`config.mk`:
```
export PLATFORM = sky130hd
export DESIGN_NAME = uart_receiver
export DESIGN_NICKNAME = d
export VERILOG_FILES = /design/src/rtl/uart_receiver.sv
export SDC_FILE = /design/constraint.sdc
export NUM_CORES = 1
export LEC_CHECK = 0
export BUFFER_PORTS_ARGS = -buffer_cell sky130_fd_sc_hd__buf_4
export CAP_MARGIN = 20
export CORE_MARGIN = 2
export CORE_UTILIZATION = 50
export CTS_CLUSTER_DIAMETER = 200
export DETAILED_ROUTE_END_ITERATION = 12
export GPL_TIMING_DRIVEN = 0
export PLACE_DENSITY = 0.78
export SYNTH_ARGS = -nofsm -noshare
export SYNTH_HDL_FRONTEND = slang
export SYNTH_SLANG_ARGS = --single-unit
export TNS_END_PERCENT = 10
```
`constraint.sdc`:
```
create_clock -name clk -period 2.7 [get_ports clk]
set_clock_uncertainty 0.15 [all_clocks]
set_input_delay 0.135 -clock clk [delete_from_list [all_inputs] [get_ports clk]]
set_output_delay 0.135 -clock clk [all_outputs]
set_load 0.01 [all_outputs]
```
`src/rtl/uart_receiver.sv`:
```
// UART receiver: 8 data bits (data[1..7] then data[0]), 2 stop bits, mid-bit sampling,
// with a 4-phase req/ack handshake on the output byte and sticky framing/overrun flags.
module uart_receiver #(
   parameter int CLKS_PER_BIT = 18
) (
   input  logic       clk,
   input  logic       clr,
   input  logic       rcv,
   input  logic       ack,
   output logic [7:0] data,
   output logic       req,
   output logic       ferr,
   output logic       ovr
);

   localparam int TW = $clog2(CLKS_PER_BIT);
   localparam logic [TW-1:0] FULL_LAST = TW'(CLKS_PER_BIT - 1);
   localparam logic [TW-1:0] HALF_LAST = TW'(CLKS_PER_BIT / 2 - 1);

   typedef enum logic [1:0] {IDLE, START, DATA, STOP} rxState_t;
   typedef enum logic [1:0] {HS_IDLE, HS_REQ, HS_WAIT} hsState_t;

   logic [1:0]    r_rstSync;
   logic          w_rstN;
   logic          r_sync1;
   logic          r_sync2;
   logic          w_rs;
   rxState_t      r_rxState;
   rxState_t      w_rxNext;
   logic [TW-1:0] r_timer;
   logic [TW-1:0] w_timerNext;
   logic [2:0]    r_idx;
   logic [2:0]    w_idxNext;
   logic [2:0]    w_bitPos;
   logic          w_sampleEn;
   logic          w_frameDone;
   logic          w_frameErr;
   logic [7:0]    r_shift;
   hsState_t      r_hsState;
   hsState_t      w_hsNext;
   logic          w_load;
   logic          w_ovrSet;
   logic [7:0]    r_data;
   logic          r_ferr;
   logic          r_ovr;

   // clr asserts everything at once but releases on a clock edge, two flops later
   always_ff @(posedge clk or negedge clr) begin
      if (!clr) r_rstSync <= 2'b00;
      else      r_rstSync <= {r_rstSync[0], 1'b1};
   end

   assign w_rstN = r_rstSync[1];

   always_ff @(posedge clk or negedge w_rstN) begin
      if (!w_rstN) begin
         r_sync1 <= 1'b1;
         r_sync2 <= 1'b1;
      end else begin
         r_sync1 <= rcv;
         r_sync2 <= r_sync1;
      end
   end

   assign w_rs = r_sync2;

   always_ff @(posedge clk or negedge w_rstN) begin
      if (!w_rstN) begin
         r_rxState <= IDLE;
         r_timer   <= '0;
         r_idx     <= '0;
      end else begin
         r_rxState <= w_rxNext;
         r_timer   <= w_timerNext;
         r_idx     <= w_idxNext;
      end
   end

   always_comb begin
      w_rxNext    = r_rxState;
      w_timerNext = r_timer + 1'b1;
      w_idxNext   = r_idx;
      w_sampleEn  = 1'b0;
      w_frameDone = 1'b0;
      w_frameErr  = 1'b0;
      case (r_rxState)
         IDLE: begin
            w_timerNext = '0;
            w_idxNext   = '0;
            if (!w_rs) w_rxNext = START;
         end
         START: begin
            if (r_timer == HALF_LAST) begin
               w_timerNext = '0;
               w_rxNext    = w_rs ? IDLE : DATA;
            end
         end
         DATA: begin
            if (r_timer == FULL_LAST) begin
               w_timerNext = '0;
               w_sampleEn  = 1'b1;
               w_idxNext   = r_idx + 1'b1;
               if (r_idx == 3'd7) w_rxNext = STOP;
            end
         end
         STOP: begin
            if (r_timer == FULL_LAST) begin
               w_timerNext = '0;
               w_frameDone = w_rs;
               w_frameErr  = !w_rs;
               w_rxNext    = IDLE;
            end
         end
         default: w_rxNext = IDLE;
      endcase
   end

   // The eighth sample on the wire is bit 0, so positions rotate by one
   assign w_bitPos = (r_idx == 3'd7) ? 3'd0 : r_idx + 3'd1;

   always_ff @(posedge clk or negedge w_rstN) begin
      if (!w_rstN)         r_shift <= '0;
      else if (w_sampleEn) r_shift[w_bitPos] <= w_rs;
   end

   always_ff @(posedge clk or negedge w_rstN) begin
      if (!w_rstN) r_hsState <= HS_IDLE;
      else         r_hsState <= w_hsNext;
   end

   always_comb begin
      w_hsNext = r_hsState;
      w_load   = 1'b0;
      w_ovrSet = 1'b0;
      case (r_hsState)
         HS_IDLE: begin
            if (w_frameDone) begin
               w_load   = 1'b1;
               w_hsNext = HS_REQ;
            end
         end
         HS_REQ: begin
            w_ovrSet = w_frameDone;
            if (ack) w_hsNext = HS_WAIT;
         end
         HS_WAIT: begin
            w_ovrSet = w_frameDone;
            if (!ack) w_hsNext = HS_IDLE;
         end
         default: w_hsNext = HS_IDLE;
      endcase
   end

   always_ff @(posedge clk or negedge w_rstN) begin
      if (!w_rstN) begin
         r_data <= 8'h00;
         r_ferr <= 1'b0;
         r_ovr  <= 1'b0;
      end else begin
         if (w_load)     r_data <= r_shift;
         if (w_frameErr) r_ferr <= 1'b1;
         if (w_ovrSet)   r_ovr  <= 1'b1;
      end
   end

   assign data = r_data;
   assign req  = (r_hsState == HS_REQ);
   assign ferr = r_ferr;
   assign ovr  = r_ovr;

endmodule
```
==> impl_results.md, run 1 <==
* Reg2Reg Capture Point: r_shift[3]$_DFFE_PN0P_
* Clock Latency Late Sink at 350 ps
* Grt met2 use at 34.95%
* Drt first pass iters at 4
* Routability cong. at 0.8367
* GR Overflow Total at 0
* Sequential area share after synthesis at 52.34%
* Req. time, crit path at 2800 ps
* WP data arrival at 2450 ps
* Initial antenna violation count at 0
* Drt wl/cell at 15.13 um
* DRC at 0
* Mapped Cells at 136
* Initial Utilization at 52.97%
* Layout area overhead at 16.50%
* M1 GR Usage at 24.04%
* Rows at 20
* Worst reg-to-reg path cell count at 5
* Most common cell after layout, fill and taps aside: dfrtp_1
* Post-synthesis cell type count at 42
* WS Path Type: reg -> reg
* Post-synth ARST share at 100.0%
* CTS sink cnt at 34
* Die W at 61.10 um
* Final-report max-slew violation count at 0
* Hold Slack at 116.8 ps
* Final setup vio count at 0
* Tot Pwr at 0.001325 W
* CTS root buf: clkbuf_4
* Crit. Startpoint: r_idx[0]$_DFFE_PN0P_
* Met3 usage at 6.513%
* Layout cells sized above 1 at 28.40%
* Cells after DPL at 195
* RSZ-0062 raised after global routing: false
* First-pass GRT wire length at 5485 um
* Run status: finished clean
* Boundary Pins at 15
* Synthesized area per cell at 11.99 sq um
* Hold Path Sink: r_hsState[1]$_DFFE_PN0P_
* Worst hold stages at 4
* Largest net degree at the start of global routing at 21
* Tcrit/Tclk final at 87.20%
* GRT Util Overall at 20.64%
* Iter 0 DRT Violations at 37
* Top FF cell, synth: dfrtp_1
* Commonest cells after routing, fill and taps aside: 32 x dfrtp_1, 15 x mux2_2, 14 x buf_4
* Placed Area at 0.001805 sq mm
* Post-synth EDFFs at 0
* Die height at 61.10 um
* CTS tree: yes
* CP startpoint kind: flip-flop
* Setup crit end kind: flip-flop
* Gr busiest metal: met2
* Routed via count at 1119
* Layout Cells excl Fill at 206
* Die area at 0.003733 sq mm
* Register bit count reported by yosys at 34
* Setup Total Neg Slack at 0 ps
* Synth warn at 0
* Worst hold-check path type: in -> reg
* CTS max path bufs at 2
* Post_cts resized at 0
* CTS Buf Count at 5
* Detail Route Antenna Nets at 0
* Clk slew on worst S/H paths at 110 ps
* Max cap viols at 0
* Slew HR at 45.12%
* Cell Area, Synth at 0.001630 sq mm
* Port bufs at 14
* Leakage power at 0.9289 nW
* Fmax at 0.4247 GHz
* Antenna cells at 0
* Via-to-Cell Ratio at 5.432
* Vias in the first global route at 1227
* Worst Tran Pin Value at 823.2 ps
* Fin. Hold Viols at 0
* Post-Layout Inst Area at 0.001899 sq mm
* Fillers at 263
* Min Tclk post-route at 2354 ps
* Maximum vdd ir drop at 359.5 uV
* Final net count at 174
* Htree depth at 2
* Core area at 0.003078 sq mm
* Final WL at 3117 um
* Critical R2R Launch: r_idx[0]$_DFFE_PN0P_
* Hold Path Origin: ack
* R2R setup slack at 350 ps
* Dpl hpwl at 2293 um
* Post-Syn Nets at 149
* Critical Path Fanout Max at 8
* PD cells at 697.7 mW/mm^2
[report_power, final]
part | switching, W | internal (W) | leakage (nW) | total [W]
clock | 0.000178 | 0.000125 | 0.0343 | 0.000303
sequential | 0.0000677 | 0.000567 | 0.453 | 0.000635
combinational | 0.000220 | 0.000167 | 0.442 | 0.000387
[synth_stat cells, drive strengths merged, types with 2 or more instances]
library cell,count,area share (%)
and2,2,0.77
xor2,2,1.1
mux2,16,11
inv,6,1.4
nor3,3,0.92
a21oi,4,1.2
o211ai,3,1.4
mux2i,2,1.2
nor2,5,1.2
clkbuf,4,0.92
or3b,2,1.1
dfstp,2,3.2
nand3,8,2.5
ha,9,6.9
nand4,4,1.5
nand4bb,2,1.4
nand2,2,0.46
nor2b,4,1.5
and3,2,0.77
dfrtp,32,49
nand3b,3,1.4
[critical path: stages, from the launching register on]
cell,delay [ps]
dfrtp_1,480
ha_1,250
ha_1,320
nor3b_2,270
or4b_1,470
mux2_1,320
[layout make-up]
cell class	count	area (sq um)	share of cell area (%)
Clock inverter	2	12.51	0.6588
Clock buffer	6	51.30	2.701
Timing Repair Buffer	18	150.1	7.905
Inverter	6	22.52	1.186
Buffer	5	20.02	1.054
Multi-Input combinational cell	91	734.5	38.67
Tap cell	44	55.05	2.899
Sequential cell	34	853.3	44.93
[metal layers]
metal,wire [um],part of all wire [%],up-vias
met2,1594,51,23
met3,112,3.6,7
li1,-,-,544
met4,57,1.8,0
met1,1352,43,545
met5,0,0,-
[stage by stage]
step                      util [%]  worst slack, ps
after floorplan                  -            527.2
after global placement       58.17            417.2
after detailed placement     58.66            384.6
after CTS                    61.71            358.6
after global routing         61.71            228.2
final                        61.71            345.6
[what timing repair did]
item | 4_1_cts | 5_1_grt
hold buffers | 3 | 0
setup buffers | 0 | 0
setup endpoints to repair | 0 | 0
endpoints found under the hold margin | 3 | 0
[state kept, by name, summed over array words and instances, names as in the netlist, named ones only]
register   cells
r_rstSync      2
r_sync1        1
r_shift        8
r_timer        5
r_idx          3
data           8
ferr           1
r_hsState      2
r_rxState      1
r_sync2        1
ovr            1
[logic make-up after synthesis]
family	share of synthesized area (%)
AOI/OAI and AO/OA	6.908
xor gates and xnor gates	1.612
adders and majority gates	6.907
buffers and inverters	2.609
DFF	52.34
muxes	12.28
other	0.2300
and+or+nand+nor	17.11
[how the worst max path moves through the flow]
stage | endpoint | depth (start not counted) | slack, ps
after global placement | r_shift[3]$_DFFE_PN0P_ | 5 | 420
final | r_shift[3]$_DFFE_PN0P_ | 5 | 350
after global routing | r_shift[3]$_DFFE_PN0P_ | 5 | 230
after floorplan | r_shift[3]$_DFFE_PN0P_ | 5 | 530
after CTS | r_shift[3]$_DFFE_PN0P_ | 5 | 360
after detailed placement | r_shift[3]$_DFFE_PN0P_ | 5 | 380
No activity file was read; power rests on OpenSTA's default activity.
==> inputs of run 2 (changes only) <==
--- a/config.mk
+++ b/config.mk
@@ -5,6 +5,7 @@
 export SDC_FILE = /design/constraint.sdc
 export NUM_CORES = 1
 export LEC_CHECK = 0
+export ABC_AREA = 1
 export BUFFER_PORTS_ARGS = -buffer_cell sky130_fd_sc_hd__buf_4
 export CAP_MARGIN = 20
 export CORE_MARGIN = 2
==> run 2 against run 1 <==
Net effect:
- routed wire length down 7.9%
- global-route usage fell by 2.0 points
- sequential share of layout area barely moved
- flip-flop and latch count stayed put
- clock power is essentially flat
- clock-buffer cell count unchanged
- first-iteration DRC count increased by 27%
- highest routed layer unchanged
==> impl_results.md, run 2 <==
* CTS root buf: clkbuf_4
* Top cell type's share of synthesized area at 49.84%
* Commonest cells after routing, fill and taps aside: 37 x nand2_1, 32 x dfrtp_1, 21 x inv_1
* Clock Latency Late Sink at 350 ps
* Max cap viols at 0
* Sequential area share after synthesis at 53.12%
* Layout cells sized above 1 at 18.23%
* Final-report max-slew violation count at 0
* CP max-delay cell: dfrtp_1
* Crit path cell chain: ha_1, ha_1, nor2_1, inv_1, nor2_1, nand3_1, nand2_1, o21ai_1
* Post-synthesis cell type count at 27
* Leakage power at 0.9902 nW
* Detail Route Antenna Nets at 0
* Largest net degree at the start of global routing at 19
* Clk slew on worst S/H paths at 110 ps
* Multi-input gate area at 648.1 sq um
* Routed via count at 1240
* Yosys top cell by area: dfrtp_1
* Dpl hpwl at 2145 um
* Initial Utilization at 52.62%
* CTS tree: yes
* Post-synth ARST share at 100.0%
* PD cells at 694.9 mW/mm^2
* Fin. Hold Viols at 0
* Fmax at 0.5571 GHz
* First-pass GRT wire length at 4954 um
* Antenna cells at 0
* Top FF cell, synth: dfrtp_1
* Tot Pwr at 0.001319 W
* Req. time, crit path at 2780 ps
* Kind of cell adding the most delay to the critical path: simple AND/OR/NAND/NOR gates
* Worst Tran Pin Value at 679.8 ps
* CTS sink cnt at 34
* R2R setup slack at 900 ps
* GRT Util Overall at 18.60%
* Min Tclk post-route at 1795 ps
* Core area at 0.003053 sq mm
* Final net count at 215
* Iter 0 DRT Violations at 47
* WS Path Type: reg -> reg
* Post_cts resized at 0
* Final setup vio count at 0
* Pre-CTS setup slack at 914.7 ps
* Vias in the first global route at 1191
* Drt wl/cell at 11.62 um
* CTS max path bufs at 2
* Post-Syn Nets at 189
* Critical Path Fanout Max at 5
* Via-to-Cell Ratio at 5.020
* Synth warn at 0
* Synthesized area per cell at 9.128 sq um
* Layout area overhead at 18.15%
* Die area at 0.003683 sq mm
* Setup Total Neg Slack at 0 ps
* Port bufs at 14
* DRC at 0
* Mapped Cells at 176
* Setup crit end kind: flip-flop
* CP startpoint kind: flip-flop
* Routability cong. at 0.7552
* Boundary Pins at 15
* GR Overflow Total at 0
* Initial antenna violation count at 0
* Tcrit/Tclk final at 66.48%
* Count leader, synth: nand2_1
* Cells after DPL at 235
* Rows at 20
* Synth cell count leaders: 37 x nand2_1, 32 x dfrtp_1, 21 x inv_1, 18 x o21ai_0, 16 x nand3_1
* Run status: finished clean
* Die W at 60.69 um
* Worst hold-check path type: reg -> async
* Register bit count reported by yosys at 34
* Slew HR at 54.68%
* Drt first pass iters at 5
* Top post-synthesis cells by area: dfrtp_1 50%, nand2_1 8.6%, ha_1 7.0%
* Register area at 853.3 sq um
* Post-synth EDFFs at 0
* WP buf/inv at 1
* Final WS setup at 905.0 ps
* Fillers at 270
* Htree depth at 2
* Die height at 60.69 um
* Cell Area, Synth at 0.001607 sq mm
* Max incr delay on CP at 450 ps
* Final WL at 2871 um
* CTS Buf Count at 5
* Most common cell after layout, fill and taps aside: nand2_1
* Util after Layout at 62.17%
* Layout Cells excl Fill at 247
* RSZ-0062 raised after global routing: false
* Maximum vdd ir drop at 449.4 uV
* WP data arrival at 1880 ps
-- run 2: through the flow --
stage / area [sq um] / hold WS [ps]
after detailed placement: 1794 / -231.6
after global routing: 1898 / 184.9
after CTS: 1898 / 167.1
final: 1898 / 137.9
after global placement: 1767 / -233.0
after floorplan: 1607 / -310.6
-- run 2: what timing repair did --
| action | CTS | global route |
|---|---|---|
| hold buffers | 4 | 0 |
| endpoints found under the hold margin | 5 | 0 |
| buffers inserted | 0 | 0 |
-- run 2: power by group --
part           total [W]  internal (W)  switching [W]
Combinational   0.000391      0.000140       0.000251
Sequential      0.000622      0.000564      0.0000583
Clock           0.000306      0.000125       0.000181
Total            0.00132      0.000829       0.000490
-- run 2: routing by layer --
metal	vias up	track usage (%)	share of wire, %
met2	25	33.33	51
met4	0	6.832	1.3
li1	620	-	-
met5	-	0	0
met3	6	6.397	4.0
met1	589	20.28	43
-- run 2: area by class of cell --
class	instances	share of cell area (%)
flip-flops and latches	34	44.96
multi-input cells	118	34.15
repair buffers	19	9.097
inverters	23	4.944
well taps	44	2.900
clock buffers	6	2.703
clock inverters	2	0.6592
plain buffers	1	0.5933
-- run 2: worst register-to-register path, cell delays in order, from the launching register on --
cell and delay [ps]:
dfrtp_1 450, ha_1 220, ha_1 210, nor2_1 180
inv_1 70, nor2_1 140, nand3_1 120, nand2_1 70
o21ai_1 70
-- run 2: kinds of logic after synthesis --
family | count (synthesis) | share of synthesized area (%)
AOI/OAI and AO/OA | 27 | 9.346
xor gates and xnor gates | 2 | 1.091
adders and majority gates | 9 | 7.009
buffers and inverters | 24 | 6.543
DFF | 34 | 53.12
other | 1 | 0.2334
and+or+nand+nor | 79 | 22.66
-- run 2: worst paths after layout --
path,end,cells after the start,start
setup reg to reg,r_shift[7]$_DFFE_PN0P_,8,r_idx[0]$_DFFE_PN0P_
setup / recovery,r_shift[7]$_DFFE_PN0P_,8,r_idx[0]$_DFFE_PN0P_
min in group clk,r_sync2$_DFF_PN1_,0,r_sync1$_DFF_PN1_
hold reg to reg,r_idx[1]$_DFFE_PN0P_,0,r_rstSync[1]$_DFF_PN0_
hold / removal,r_idx[1]$_DFFE_PN0P_,0,r_rstSync[1]$_DFF_PN0_
max in group asynchronous,ferr$_DFFE_PN0P_,1,r_rstSync[1]$_DFF_PN0_
==> inputs of run 3 (changes only) <==
==> constraint.sdc (replaced) <==
create_clock -name clk -period 1.7 [get_ports clk]
set_clock_uncertainty 0.15 [all_clocks]
set_input_delay 0.085 -clock clk [delete_from_list [all_inputs] [get_ports clk]]
set_output_delay 0.085 -clock clk [all_outputs]
set_load 0.01 [all_outputs]
==> run 3 against run 2 <==
Net effect:
- fmax rose by 8.7%
- sequential power rose by 58%
- critical path depth did not move
- critical endpoint is now r_shift[6]$_DFFE_PN0P_
- largest power group unchanged
==> impl_results.md, run 3 (synthesis results as in run 2) <==
* Iter 0 DRT Violations at 49
* Largest net degree at the start of global routing at 19
* Die W at 60.69 um
* Final setup vio count at 0
* Drt wl/cell at 12.15 um
* Initial antenna violation count at 0
* Design internal power at 0.001344 W
* Boundary Pins at 15
* CP startpoint kind: flip-flop
* PD cells at 1075 mW/mm^2
* Dpl hpwl at 2145 um
* Gr busiest metal: met2
* Final-report max-slew violation count at 0
* Rows at 20
* Port bufs at 14
* RSZ-0062 raised after global routing: true
* Req. time, crit path at 1790 ps
* Commonest cells after routing, fill and taps aside: 36 x nand2_1, 32 x dfrtp_1, 19 x buf_4
* Routability cong. at 0.7552
* Layout cells sized above 1 at 27.40%
* Clk slew on worst S/H paths at 110 ps
* Vias in the first global route at 1205
* DRC at 0
* Maximum vdd ir drop at 713.6 uV
* Leakage power at 1.023 nW
* Die height at 60.69 um
* Pre-CTS setup slack at -85.26 ps
* Most common cell after layout, fill and taps aside: nand2_1
* Max cap viols at 0
* WP data arrival at 1740 ps
* Final WS setup at 48.61 ps
* Run status: finished clean
* GRT Util Overall at 18.73%
* Worst hold-check path type: reg -> async
* Layout Cells excl Fill at 252
* Fin. Hold Viols at 0
* Switching share of power at 37.33%
* CTS root buf: clkbuf_4
* Core area at 0.003053 sq mm
* Detail Route Antenna Nets at 0
* Fmax at 0.6056 GHz
* Worst Tran Pin Value at 672.0 ps
* Grt met2 use at 33.79%
* Initial Utilization at 52.62%
* Comb power frac at 31.5%
* Antenna cells at 0
* Tcrit/Tclk final at 97.14%
* CTS sink cnt at 34
* Min Tclk post-route at 1651 ps
* Flop pwr share at 45.7%
* Drt first pass iters at 5
* Critical Path Fanout Max at 3
* CTS tree: yes
* Cells after DPL at 235
* Clock Latency Late Sink at 350 ps
* CTS max path bufs at 2
* First-pass GRT wire length at 4995 um
* Via-to-Cell Ratio at 5.159
* Clock power frac at 22.8%
* Hold Slack at 134.4 ps
* Fillers at 257
* CTS Buf Count at 5
* GR Overflow Total at 0
* Layout area overhead at 24.22%
* Met3 usage at 6.397%
* Routed via count at 1300
* Final WL at 3061 um
* WS Path Type: reg -> reg
* Setup crit end kind: flip-flop
* Htree depth at 2
* Slew HR at 55.20%
* Switching pwr at 0.0008007 W
* Final net count at 220
* M1 GR Usage at 20.28%
* Die area at 0.003683 sq mm
## run 3: per-stage QoR
| stage | total power [W] | TNS (ps) | utilization [%] | area [sq um] |
|---|---|---|---|---|
| after global placement | 0.001553 | -15.39 | 57.87 | 1767 |
| after global routing | 0.002303 | -136.1 | 65.37 | 1996 |
| after CTS | 0.002112 | 0 | 62.50 | 1908 |
| after detailed placement | 0.001617 | -314.6 | 58.77 | 1794 |
| final | 0.002145 | 0 | 65.37 | 1996 |
| after floorplan | 0.001456 | 0 | - | 1607 |
## run 3: cell type report
cell class / instances / area [sq um] / area share, %
multi-input cells: 118 / 708.2 / 35.49
clock buffers: 6 / 51.30 / 2.571
flip-flops and latches: 34 / 853.3 / 42.76
plain buffers: 1 / 11.26 / 0.5643
repair buffers: 24 / 210.2 / 10.53
inverters: 23 / 93.84 / 4.702
clock inverters: 2 / 12.51 / 0.6270
well taps: 44 / 55.05 / 2.759
## run 3: timing repair
action                                 in CTS  in global routing
hold buffers                                4                  0
resized for setup                           2                 23
pin swaps                                   1                  6
setup buffers                               1                  4
endpoints found under the hold margin       5                  0
setup endpoints to repair                   7                 23
## run 3: worst paths after layout
kind,startpoint,to,cells after the start,slack [ps]
min reg2reg,r_rstSync[1]$_DFF_PN0_,r_idx[2]$_DFFE_PN0P_,0,130
max reg2reg,r_idx[1]$_DFFE_PN0P_,r_shift[6]$_DFFE_PN0P_,8,50
max in group asynchronous,r_rstSync[1]$_DFF_PN0_,ferr$_DFFE_PN0P_,1,740
max,r_idx[1]$_DFFE_PN0P_,r_shift[6]$_DFFE_PN0P_,8,50
min in group clk,r_sync1$_DFF_PN1_,r_sync2$_DFF_PN1_,0,220
min,r_rstSync[1]$_DFF_PN0_,r_idx[2]$_DFFE_PN0P_,0,130
## run 3: critical path, stage by stage, from the launching register on
cell	delay (ps)
dfrtp_1	410
ha_2	200
ha_4	170
nor2_4	140
inv_2	70
nor2_2	150
nand3_1	110
nand2_1	60
o21ai_0	70
## run 3: power groups by stage
stage | clock network [W] | logic, W | registers, W
detailed placement | 0 | 0.000613 | 0.00100
finish | 0.000488 | 0.000675 | 0.000981
global placement | 0 | 0.000549 | 0.00100
floorplan | 0 | 0.000468 | 0.000988
CTS | 0.000494 | 0.000629 | 0.000988
global route | 0.000526 | 0.000781 | 0.000996
## run 3: metal layers
| layer | vias to the layer above | wire length (um) | part of all wire, % |
|---|---|---|---|
| met5 | - | 0 | 0 |
| met1 | 625 | 1261 | 41 |
| li1 | 629 | - | - |
| met3 | 6 | 145 | 4.7 |
| met4 | 0 | 38 | 1.2 |
| met2 | 40 | 1616 | 53 |
